File: config.mk
export PLATFORM = sky130hd
export DESIGN_NAME = fifo_wptr_full
export DESIGN_NICKNAME = d
export VERILOG_FILES = /design/src/rtl/fifo_pkg.sv /design/src/rtl/fifo_gray2bin.sv /design/src/rtl/fifo_wptr_full.sv
export SDC_FILE = /design/constraint.sdc
export NUM_CORES = 1
export LEC_CHECK = 0
export BUFFER_PORTS_ARGS = -buffer_cell sky130_fd_sc_hd__buf_2
export CAP_MARGIN = 20
export CELL_PAD_IN_SITES_DETAIL_PLACEMENT = 1
export CELL_PAD_IN_SITES_GLOBAL_PLACEMENT = 1
export CORE_AREA = 4 4 69 71
export DETAILED_ROUTE_END_ITERATION = 10
export DIE_AREA = 0 0 73 75
export GPL_ROUTABILITY_DRIVEN = 0
export PLACE_DENSITY_LB_ADDON = 0.1
export SLEW_MARGIN = 20
export SYNTH_ARGS = -nofsm -noshare
export SYNTH_HDL_FRONTEND = slang
export SYNTH_SLANG_ARGS = --single-unit
export TNS_END_PERCENT = 1
File: constraint.sdc
create_clock -name clk -period 3.45 [get_ports clk]
set_clock_uncertainty 0.05 [all_clocks]
set_input_delay 0.5175 -clock clk [delete_from_list [all_inputs] [get_ports clk]]
set_output_delay 0.5175 -clock clk [all_outputs]
set_load 0.005 [all_outputs]
File: src/rtl/fifo_pkg.sv
// Shared async-FIFO helpers: Gray/binary conversion
// and the default pointer width used by both clock domains.
package fifo_pkg;

  localparam int PTR_WIDTH_DEF = 6;

  function automatic logic [31:0] bin2gray(
    input logic [31:0] b
  );
    return b ^ (b >> 1);
  endfunction

  function automatic logic [31:0] gray2bin(
    input logic [31:0] g
  );
    logic [31:0] b;
    b = g;
    for (int i = 1; i < 32; i++) begin
      b = b ^ (g >> i);
    end
    return b;
  endfunction

endpackage

File: src/rtl/fifo_gray2bin.sv
// Width-parameterized combinational Gray-to-binary
// converter, shared by the write-full and read-empty logic.
module fifo_gray2bin #(
  parameter int W = 7
) (
  input  logic [W-1:0] gray,
  output logic [W-1:0] bin
);

  // Each binary bit is the XOR of all Gray bits at or above it
  for (genvar i = 0; i < W; i++) begin : g_bit
    assign bin[i] = ^gray[W-1:i];
  end

endmodule

File: src/rtl/fifo_wptr_full.sv
// Write-side pointer, full/almost-full and fill-count logic.
// Optional sticky overflow flag: define FIFO_WR_OVF_FLAG_EN.
module fifo_wptr_full
  import fifo_pkg::*;
#(
  parameter int PTR_WIDTH = PTR_WIDTH_DEF,
  parameter int AF_THRESH = 4
) (
  input  logic                 clk,
  input  logic                 resetn,
  input  logic                 winc,
  input  logic [PTR_WIDTH:0]   wq2_rptr,
  output logic                 wr_en,
  output logic [PTR_WIDTH-1:0] waddr,
  output logic [PTR_WIDTH:0]   wptr,
  output logic                 wfull,
  output logic                 walmost_full,
  output logic [PTR_WIDTH:0]   wcount,
  output logic                 wovf
);

  localparam int PW1   = PTR_WIDTH + 1;
  localparam int DEPTH = 1 << PTR_WIDTH;
  localparam logic [PTR_WIDTH:0] AF_LVL =
    PW1'(DEPTH - AF_THRESH);

  logic [PTR_WIDTH:0] wbin;
  logic [PTR_WIDTH:0] wbin_nxt;
  logic [PTR_WIDTH:0] wgray_nxt;
  logic [PTR_WIDTH:0] rbin;
  logic [PTR_WIDTH:0] cnt_nxt;
  logic [PTR_WIDTH:0] full_cmp;
  logic               full_nxt;
  logic               af_nxt;

  fifo_gray2bin #(
    .W (PW1)
  ) u_rg2b (
    .gray (wq2_rptr),
    .bin  (rbin)
  );

  assign wr_en     = winc & ~wfull;
  assign waddr     = wbin[PTR_WIDTH-1:0];
  assign wbin_nxt  = wbin + {{PTR_WIDTH{1'b0}}, wr_en};
  assign wgray_nxt = PW1'(bin2gray(32'(wbin_nxt)));

  // Full when the write pointer is one lap ahead: top two
  // Gray bits inverted, the rest equal
  assign full_cmp = {~wq2_rptr[PTR_WIDTH:PTR_WIDTH-1],
                     wq2_rptr[PTR_WIDTH-2:0]};
  assign full_nxt = (wgray_nxt == full_cmp);
  assign cnt_nxt  = wbin_nxt - rbin;
  assign af_nxt   = (cnt_nxt >= AF_LVL);

  // Pointer and flag registers, all from next-state values
  always_ff @(posedge clk) begin
    if (resetn) begin
      wbin         <= '0;
      wptr         <= '0;
      wfull        <= 1'b0;
      walmost_full <= 1'b0;
      wcount       <= '0;
    end else begin
      wbin         <= wbin_nxt;
      wptr         <= wgray_nxt;
      wfull        <= full_nxt;
      walmost_full <= af_nxt;
      wcount       <= cnt_nxt;
    end
  end

`ifdef FIFO_WR_OVF_FLAG_EN
  // Sticky flag: a write was attempted while full
  always_ff @(posedge clk) begin
    if (resetn) begin
      wovf <= 1'b0;
    end else if (winc & wfull) begin
      wovf <= 1'b1;
    end
  end
`else
  assign wovf = 1'b0;
`endif

endmodule
==> impl_metrics.yaml, run 1 <==
worst_setup_path:
  r2r_start: "wfull"
  cp-end-kind: "flop"
  cp_cell_sequence: "buf_8, xor2_4, xnor2_4, xnor2_4, xnor2_2, xnor2_1, ha_2, fa_2, buf_6, and3b_1, o21ai_1, nand4_1, a21o_1, xnor2_2, or4_4, o22ai_2"
  crit_buf_inv: 2
  cpLargestDelayFamily: "XOR/XNOR gates"
  path_class: "primary input to flop"
  startpoint: "wq2_rptr[3]"
  worstPathArrival_ns: 3.52
  max_stage_delay_ns: 0.48
  startpoint_type: "primary input"
  required_ns: 3.60
  cpMaxStageDelayCell: "or4_4"
  reg2reg_depth: 13
  cp.depth: 16
  cp_max_fo: 3
timing:
  fin_ws_ns: 0.0724
  slew_viol_final: 0
  fin_crit_sh: 0.979
  clock.fmax_mhz: 296
  layout_min_cycle_time_ns: 3.38
  hold_viol: 0
  setup_viol: 0
  rsz0062_at_grt: "yes"
min_path:
  hp-class: "flop to flop"
  min_from: "wptr[6]"
  hold_depth: 2
logic_synthesis:
  synth_common_cells: "nor2_1, dfxtp_1, xnor2_1"
  ys_ff_latch: 22
  ys.warnings.count: 0
  synthMostInstantiatedCell: "nor2_1"
  synth_area_per_cell_um2: 9.15
  synth_ff_type: "dfxtp_1"
  synth_nets: 169
  synth_top_area_frac: 0.317
  synth_area_leaders: "dfxtp_1, xnor2_1, xor2_1"
  ys_seq_area_frac: 0.317
  synth_edf_count: 0
  synth_cells: 152
  ys_types: 42
  synth_async_sr_flop_share: 0
  netlist_area_mm2: 0.00139
  synth_top_area_cell: "dfxtp_1"
place:
  place_hpwl_um: 2640
  portBuffers: 32
  dp_slack_ns: -0.321
  numPlacedInstances: 241
global_route:
  antenna_found_initial: 0
  overflow: 0
  grt_max_degree: 24
  grt_pass1_wl_um: 5490
  grt_pass1_vias: 1169
  gr-usage-all-layers: 0.128
cts:
  cts_root_buffer: "clkbuf_8"
  clkTransAtPathRegs_ns: 0.08
  insertion_delay_ns: 0.26
  cts_tree: "built"
  h-tree-depth: 1
  cts_max_path_buffers: 2
  cts.sinks: 22
  cts_buffers: 3
routing:
  ant_nets: 0
  via_per_inst: 4.65
  wirelength_um: 3380
  vias: 1163
  drc_errors: 0
  firstDrtPassIters: 4
  drt_iter0_markers: 54
  wl_per_cell_um: 13.5
power_and_ir_drop:
  internal_power_uw: 570
  leakagePower_uw: 0.000849
  fin_total_pwr_uw: 820
  share_seq_of_total_power: 0.357
  p_sw_frac: 0.305
  combPwrFrac: 0.411
  p_per_area_mw_per_mm2: 444
  p_clk_frac: 0.231
  peakVddDrop_mv: 0.217
  power_switching_uw: 250
layout:
  nets: 216
  final_cell_count_no_fill: 250
  n_fill_cell: 525
  drive_gt1_frac: 0.359
  antenna_cells: 0
  fin_util: 0.436
  areaGrowthSynthToFinish_pct: 32.9
floorplan:
  pin_count: 34
  core_area_mm2: 0.00423
  dieArea_mm2: 0.00548
  die_h_um: 75
  num_rows: 24
  die_width_um: 73
  start_util: 0.328
run_status:
  status: "finished clean"
flow_run:
  maxCapViolations: 0
cell type report:
type | instances | area (µm²) | area share
clock buffer | 4 | 55.1 | 0.0298
inverter | 4 | 15.0 | 0.00812
multi-input combinational | 118 | 945 | 0.511
sequential | 22 | 440 | 0.238
tap | 52 | 65.1 | 0.0352
timing repair buffer | 50 | 328 | 0.177
state kept, by name, indices dropped and copies added (netlist names):
| register | cells |
|---|---|
| walmost_full | 1 |
| wbin | 6 |
| wcount | 7 |
| wfull | 1 |
| wptr | 7 |
stage by stage:
stage | TNS [ns] | hold slack, ns | area [µm²]
6_report | 0 | 0.588 | 1850
5_1_grt | -0.0739 | 0.630 | 1850
4_1_cts | 0 | 0.599 | 1780
3_5_place_dp | -0.570 | 0.585 | 1690
3_3_place_gp | -0.390 | 0.566 | 1690
2_1_floorplan | -0.0626 | 0.539 | 1420
layout by cell type, fill, tap and decap left out, drive strengths merged:
cell type  count
a21boi         2
a21o           1
a21oi          5
a311oi         1
and3           3
and3b          4
buf           50
clkbuf         4
conb           1
dfxtp         22
fa             1
ha             6
inv            4
maj3           1
nand2          6
nand4          1
nand4b         3
nor2          25
nor2b          5
nor3           3
nor3b          3
o211ai         1
o21a           1
o21ai          6
o221ai         1
o22ai          1
or2b           1
or3            1
or4            1
or4b           1
xnor2         19
xor2          14
worst min-delay path, cell delays in order (launching register included):
cell and delay [ns]:
dfxtp_1 0.38, xor2_1 0.17, nor2_1 0.04
worst paths after layout:
path | to | slack, ns
max reg2reg | walmost_full | 0.39
max | walmost_full | 0.07
min | wptr[5] | 0.59
min reg2reg | wptr[5] | 0.59
kinds of logic after synthesis:
| kind of cell | share of synthesized area |
|---|---|
| and+or+nand+nor | 0.226 |
| xor gates and xnor gates | 0.240 |
| DFF | 0.317 |
| AOI/OAI and AO/OA | 0.0927 |
| buffers and inverters | 0.0450 |
| adders and majority gates | 0.0765 |
| other | 0.00270 |
power by group through the flow:
stage | registers [µW] | logic [µW] | clock network [µW]
after global routing | 296 | 373 | 207
final | 293 | 337 | 190
after global placement | 298 | 288 | 0
after detailed placement | 300 | 291 | 0
after floorplan | 303 | 176 | 0
after CTS | 294 | 306 | 195
what timing repair did:
action / CTS / global route
gates resized for setup: 1 / 18
hold buffers: 0 / 0
cloned: 0 / 0
pin swaps: 4 / 16
setup endpoints to repair: 1 / 2
hold endpoints to repair: 0 / 0
setup buffers: 2 / 3
layer usage:
metal / vias up / wire length [µm] / GRT usage
met2: 18 / 1690 / 0.211
met3: 2 / 126 / 0.0187
met5: - / 0 / 0
met4: 0 / 30 / 0.0430
met1: 549 / 1540 / 0.173
li1: 594 / - / -
(Power assumes the default switching activity.)
==> run 2: changes to the inputs <==
--- a/config.mk
+++ b/config.mk
@@ -9,9 +9,10 @@
 export CAP_MARGIN = 20
 export CELL_PAD_IN_SITES_DETAIL_PLACEMENT = 1
 export CELL_PAD_IN_SITES_GLOBAL_PLACEMENT = 1
-export CORE_AREA = 4 4 69 71
+export CORE_AREA = 4 4 67 69
+export CTS_BUF_LIST = sky130_fd_sc_hd__clkbuf_8
 export DETAILED_ROUTE_END_ITERATION = 10
-export DIE_AREA = 0 0 73 75
+export DIE_AREA = 0 0 71 73
 export GPL_ROUTABILITY_DRIVEN = 0
 export PLACE_DENSITY_LB_ADDON = 0.1
 export SLEW_MARGIN = 20
==> impl_metrics.yaml, run 2 (synthesis gave the netlist of run 1 again) <==
worst_setup_path:
  reg2reg_slack_ns: 0.36
  startpoint_type: "primary input"
  required_ns: 3.60
  cp-end-kind: "flop"
  worstPathArrival_ns: 3.56
  path_class: "primary input to flop"
  cp_max_fo: 2
  reg2reg_depth: 11
cts:
  h-tree-depth: 1
  insertion_delay_ns: 0.27
  cts.sinks: 22
  hold_buffers: 0
  clkTransAtPathRegs_ns: 0.09
  cts_tree: "built"
  cts_max_path_buffers: 2
  cts_root_buffer: "clkbuf_8"
  cts_buffers: 3
routing:
  drt_iter0_markers: 39
  wirelength_um: 3620
  via_per_inst: 4.73
  drc_errors: 0
  ant_nets: 0
  firstDrtPassIters: 4
  vias: 1172
  wl_per_cell_um: 14.6
global_route:
  antenna_found_initial: 0
  grt_pass1_vias: 1219
  grt_max_degree: 24
  gr-usage-all-layers: 0.142
  grt_pass1_wl_um: 5850
  overflow: 0
layout:
  final_cell_count_no_fill: 248
  final_common_cell: "buf_2"
  multiInputGateArea_um2: 950
  nets: 216
  drive_gt1_frac: 0.369
  fin_util: 0.477
  final_cell_mix: "buf_2, nor2_1, dfxtp_1"
  areaGrowthSynthToFinish_pct: 34.3
  reg.largest.list: "wcount x7, wptr x7, wbin x6"
  n_fill_cell: 475
  seqCellArea_um2: 440
  antenna_cells: 0
timing:
  fin_crit_sh: 0.987
  layout_min_cycle_time_ns: 3.40
  rsz0062_at_grt: "yes"
  hold_viol: 0
  clock.fmax_mhz: 294
  timing.setup.tns_ns: 0
  slew_viol_final: 0
  setup_viol: 0
run_status:
  status: "finished clean"
floorplan:
  die_width_um: 71
  die_h_um: 73
  core_area_mm2: 0.00391
  num_rows: 23
  pin_count: 34
  start_util: 0.355
  dieArea_mm2: 0.00518
power_and_ir_drop:
  combPwrFrac: 0.389
  power_switching_uw: 260
  p_clk_frac: 0.280
  fin_total_pwr_uw: 884
  p_sw_frac: 0.294
  p_per_area_mw_per_mm2: 474
  leakagePower_uw: 0.000855
  internal_power_uw: 624
  peakVddDrop_mv: 0.202
  share_seq_of_total_power: 0.331
flow_run:
  maxCapViolations: 0
place:
  place_hpwl_um: 2670
  portBuffers: 32
  numPlacedInstances: 239
min_path:
  hp-class: "flop to flop"
  hold_depth: 2
[run 2: cell count changes in the layout (fill, tap and decap cells not counted)]
cell       delta
o21ai_1       -1
and3b_1       -1
bufinv_16     +1
and3b_2       +1
clkbuf_8      -1
o21ai_2       +1
[run 2: timing repair]
| item | CTS | global route |
|---|---|---|
| gates cloned | 0 | 0 |
| pin swaps | 3 | 17 |
| buffers inserted | 2 | 3 |
| endpoints found under the setup margin | 1 | 2 |
| resized for setup | 2 | 18 |
[run 2: stage by stage]
step	instance area [µm²]	hold WS (ns)	worst slack (ns)
4_1_cts	1790	0.604	0.0116
2_1_floorplan	1420	0.539	-0.0626
5_1_grt	1870	0.636	-0.0847
3_5_place_dp	1690	0.595	-0.342
3_3_place_gp	1690	0.562	-0.233
6_report	1870	0.603	0.0458
[run 2: cell type report]
cell class / count / share of cell area
repair buffers: 50 / 0.176
well taps: 50 / 0.0335
multi-input cells: 118 / 0.509
inverters: 4 / 0.00804
flip-flops and latches: 22 / 0.236
clock inverters: 1 / 0.0161
clock buffers: 3 / 0.0221
[run 2: power groups by stage]
stage / clock [µW] / combinational, µW / sequential (µW)
after floorplan: 0 / 176 / 303
after global placement: 0 / 286 / 298
after detailed placement: 0 / 290 / 299
after CTS: 253 / 310 / 293
after global routing: 262 / 377 / 296
final: 248 / 344 / 293
[run 2: path summary, 6_finish.rpt]
kind | end | startpoint
hold / removal | wptr[5] | wptr[6]
hold reg to reg | wptr[5] | wptr[6]
setup reg to reg | walmost_full | wfull
setup / recovery | walmost_full | wq2_rptr[3]
[run 2: metal layers]
layer / GRT usage / vias up / wire [µm]
li1: - / 600 / -
met1: 0.186 / 545 / 1670
met2: 0.235 / 23 / 1780
met3: 0.0262 / 4 / 110
met4: 0.0501 / 0 / 59
met5: 0 / - / 0
[run 2: worst max-delay path, stage by stage]
cell	delay, ns
buf_8	0.10
xor2_4	0.19
xnor2_4	0.24
xnor2_4	0.16
xnor2_2	0.14
xnor2_1	0.11
ha_2	0.21
fa_2	0.38
or4b_1	0.49
nand4_1	0.11
a21o_1	0.22
xnor2_2	0.11
or4_4	0.48
o22ai_2	0.09
==> run 3: changes to the inputs <==
--- a/config.mk
+++ b/config.mk
@@ -9,14 +9,15 @@
 export CAP_MARGIN = 20
 export CELL_PAD_IN_SITES_DETAIL_PLACEMENT = 1
 export CELL_PAD_IN_SITES_GLOBAL_PLACEMENT = 1
-export CORE_AREA = 4 4 67 69
+export CORE_AREA = 4 4 64 66
 export CTS_BUF_LIST = sky130_fd_sc_hd__clkbuf_8
 export DETAILED_ROUTE_END_ITERATION = 10
-export DIE_AREA = 0 0 71 73
+export DIE_AREA = 0 0 68 70
 export GPL_ROUTABILITY_DRIVEN = 0
 export PLACE_DENSITY_LB_ADDON = 0.1
 export SLEW_MARGIN = 20
 export SYNTH_ARGS = -nofsm -noshare
 export SYNTH_HDL_FRONTEND = slang
+export SYNTH_HIERARCHICAL = 1
 export SYNTH_SLANG_ARGS = --single-unit
 export TNS_END_PERCENT = 1
==> impl_metrics.yaml, run 3 <==
cts:
  cts_buffers: 3
  hold_buffers: 0
  cts.sinks: 22
  cts_tree: "built"
  h-tree-depth: 1
  cts_max_path_buffers: 2
  postCtsSetupRepairBufs: 0
  cts_root_buffer: "clkbuf_8"
  insertion_delay_ns: 0.25
  cts-resized-gates: 0
  clkTransAtPathRegs_ns: 0.08
logic_synthesis:
  synth_ff_type: "dfxtp_1"
  synth_area_leaders: "dfxtp_1, xnor2_1, ha_1"
  synth_edf_count: 0
  ys_seq_area_frac: 0.343
  ys_ff_latch: 22
  synth_nets: 153
  synth_area_per_cell_um2: 9.58
  synth_top_area_cell: "dfxtp_1"
  ys.warnings.count: 6
  synthMostInstantiatedCell: "dfxtp_1"
  synth_cells: 134
  ys_types: 34
  netlist_area_mm2: 0.00128
  synth_async_sr_flop_share: 0
  synth_common_cells: "dfxtp_1, nor2_1, inv_1, xnor2_1"
  synth_top_area_frac: 0.343
global_route:
  grt_pass1_vias: 1036
  grt_pass1_wl_um: 4690
  grt_max_degree: 23
  antenna_found_initial: 0
  gr-usage-all-layers: 0.127
  overflow: 0
layout:
  nets: 189
  drive_gt1_frac: 0.286
  areaGrowthSynthToFinish_pct: 20.4
  final_cell_mix: "buf_2, dfxtp_1, nor2_1"
  finalInstanceArea_mm2: 0.00155
  final_common_cell: "buf_2"
  n_fill_cell: 436
  final_cell_count_no_fill: 216
  reg.largest.list: "wcount x7, wptr x7, wbin x6"
  antenna_cells: 0
worst_setup_path:
  cp_cell_sequence: "buf_2, xor2_2, xnor2_2, xnor2_1, ha_1, inv_1, fa_1, a211oi_1, o21ai_0, a21oi_1, xor3_1, o32ai_1"
  cpMaxStageDelayCell: "fa_1"
  cpLargestDelayFamily: "XOR/XNOR gates"
  crit_buf_inv: 2
  path_class: "primary input to flop"
  startpoint_type: "primary input"
  cp_max_fo: 4
  max_stage_delay_ns: 0.42
  required_ns: 3.57
  cp-end-kind: "flop"
  worstPathArrival_ns: 3.02
floorplan:
  pin_count: 34
  core_area_mm2: 0.00358
  dieArea_mm2: 0.00476
  die_width_um: 68
  num_rows: 22
  die_h_um: 70
  start_util: 0.359
flow_run:
  maxCapViolations: 0
place:
  place_hpwl_um: 2240
  numPlacedInstances: 213
  dp_slack_ns: 0.255
  portBuffers: 32
  place_area_mm2: 0.00150
routing:
  drt_iter0_markers: 31
  ant_nets: 0
  via_per_inst: 4.50
  vias: 973
  wl_per_cell_um: 12.8
  wirelength_um: 2750
  drc_errors: 0
  firstDrtPassIters: 4
timing:
  layout_min_cycle_time_ns: 2.91
  timing.setup.tns_ns: 0
  setup_viol: 0
  fin_ws_ns: 0.543
  fin_crit_sh: 0.843
  slew_viol_final: 0
  rsz0062_at_grt: "no"
  hold_viol: 0
  clock.fmax_mhz: 344
run_status:
  status: "finished clean"
power_and_ir_drop:
  peakVddDrop_mv: 0.188
  fin_total_pwr_uw: 676
  p_per_area_mw_per_mm2: 437
  leakagePower_uw: 0.000759
min_path:
  hp-class: "primary input to flop"
==> run 3: changes by cell type after synthesis, moves of 3 or more <==
cell      change
inv_1        +10
nor2_1        -7
xor2_1        -5
nand3_1       +3
nand4b_1      -3
nor3_1        -3
xnor2_1       -3
xnor2_2       +3
==> run 3: cell type report <==
| class | instances | area [µm²] | area share |
|---|---|---|---|
| clock buffers | 3 | 41.3 | 0.0267 |
| inverters | 15 | 56.3 | 0.0364 |
| multi-input cells | 93 | 764 | 0.495 |
| flip-flops and latches | 22 | 440 | 0.285 |
| well taps | 48 | 60.1 | 0.0389 |
| repair buffers | 35 | 183 | 0.118 |
==> run 3: path summary, 6_finish.rpt <==
path | start | end | slack, ns | cells after the start
worst min-delay path | wq2_rptr[3] | wfull | 0.59 | 3
worst min register to register | wptr[6] | wptr[6] | 0.61 | 2
worst max-delay path | wq2_rptr[6] | walmost_full | 0.54 | 12
worst max register to register | wfull | walmost_full | 0.73 | 12
==> run 3: layer usage <==
metal	track usage	part of all wire	vias to the layer above
met5	0	0	-
met4	0.0397	0.0098	0
met3	0.0193	0.035	2
met2	0.223	0.51	17
met1	0.155	0.44	456
li1	-	-	498
==> run 3: tightest hold or removal path, delay by kind of cell <==
family | cells | cell delay (ns)
AOI/OAI and AO/OA | 1 | 0.05
xor gates and xnor gates | 1 | 0.17
buffers and inverters | 1 | 0.11
==> run 3: kinds of logic (layout without fill, tap and decap cells) <==
logic type	after synthesis	after routing	share of synthesized area
simple gates	37	37	0.148
compound gates	17	17	0.100
xor+xnor	29	29	0.250
buf+inv	19	53	0.0614
fa+ha+maj	9	9	0.0936
other cells	1	1	0.00292
flops	22	22	0.343
==> run 3: power breakdown <==
part	switching (µW)	internal, µW
sequential	7.96	283
clock	78.9	77.7
combinational	120	108
total	207	469
==> run 3: stage by stage <==
step / utilization / hold slack [ns]
detailed placement: 0.420 / 0.599
floorplan: - / 0.551
finish: 0.432 / 0.592
global placement: 0.420 / 0.585
global route: 0.432 / 0.603
CTS: 0.432 / 0.591
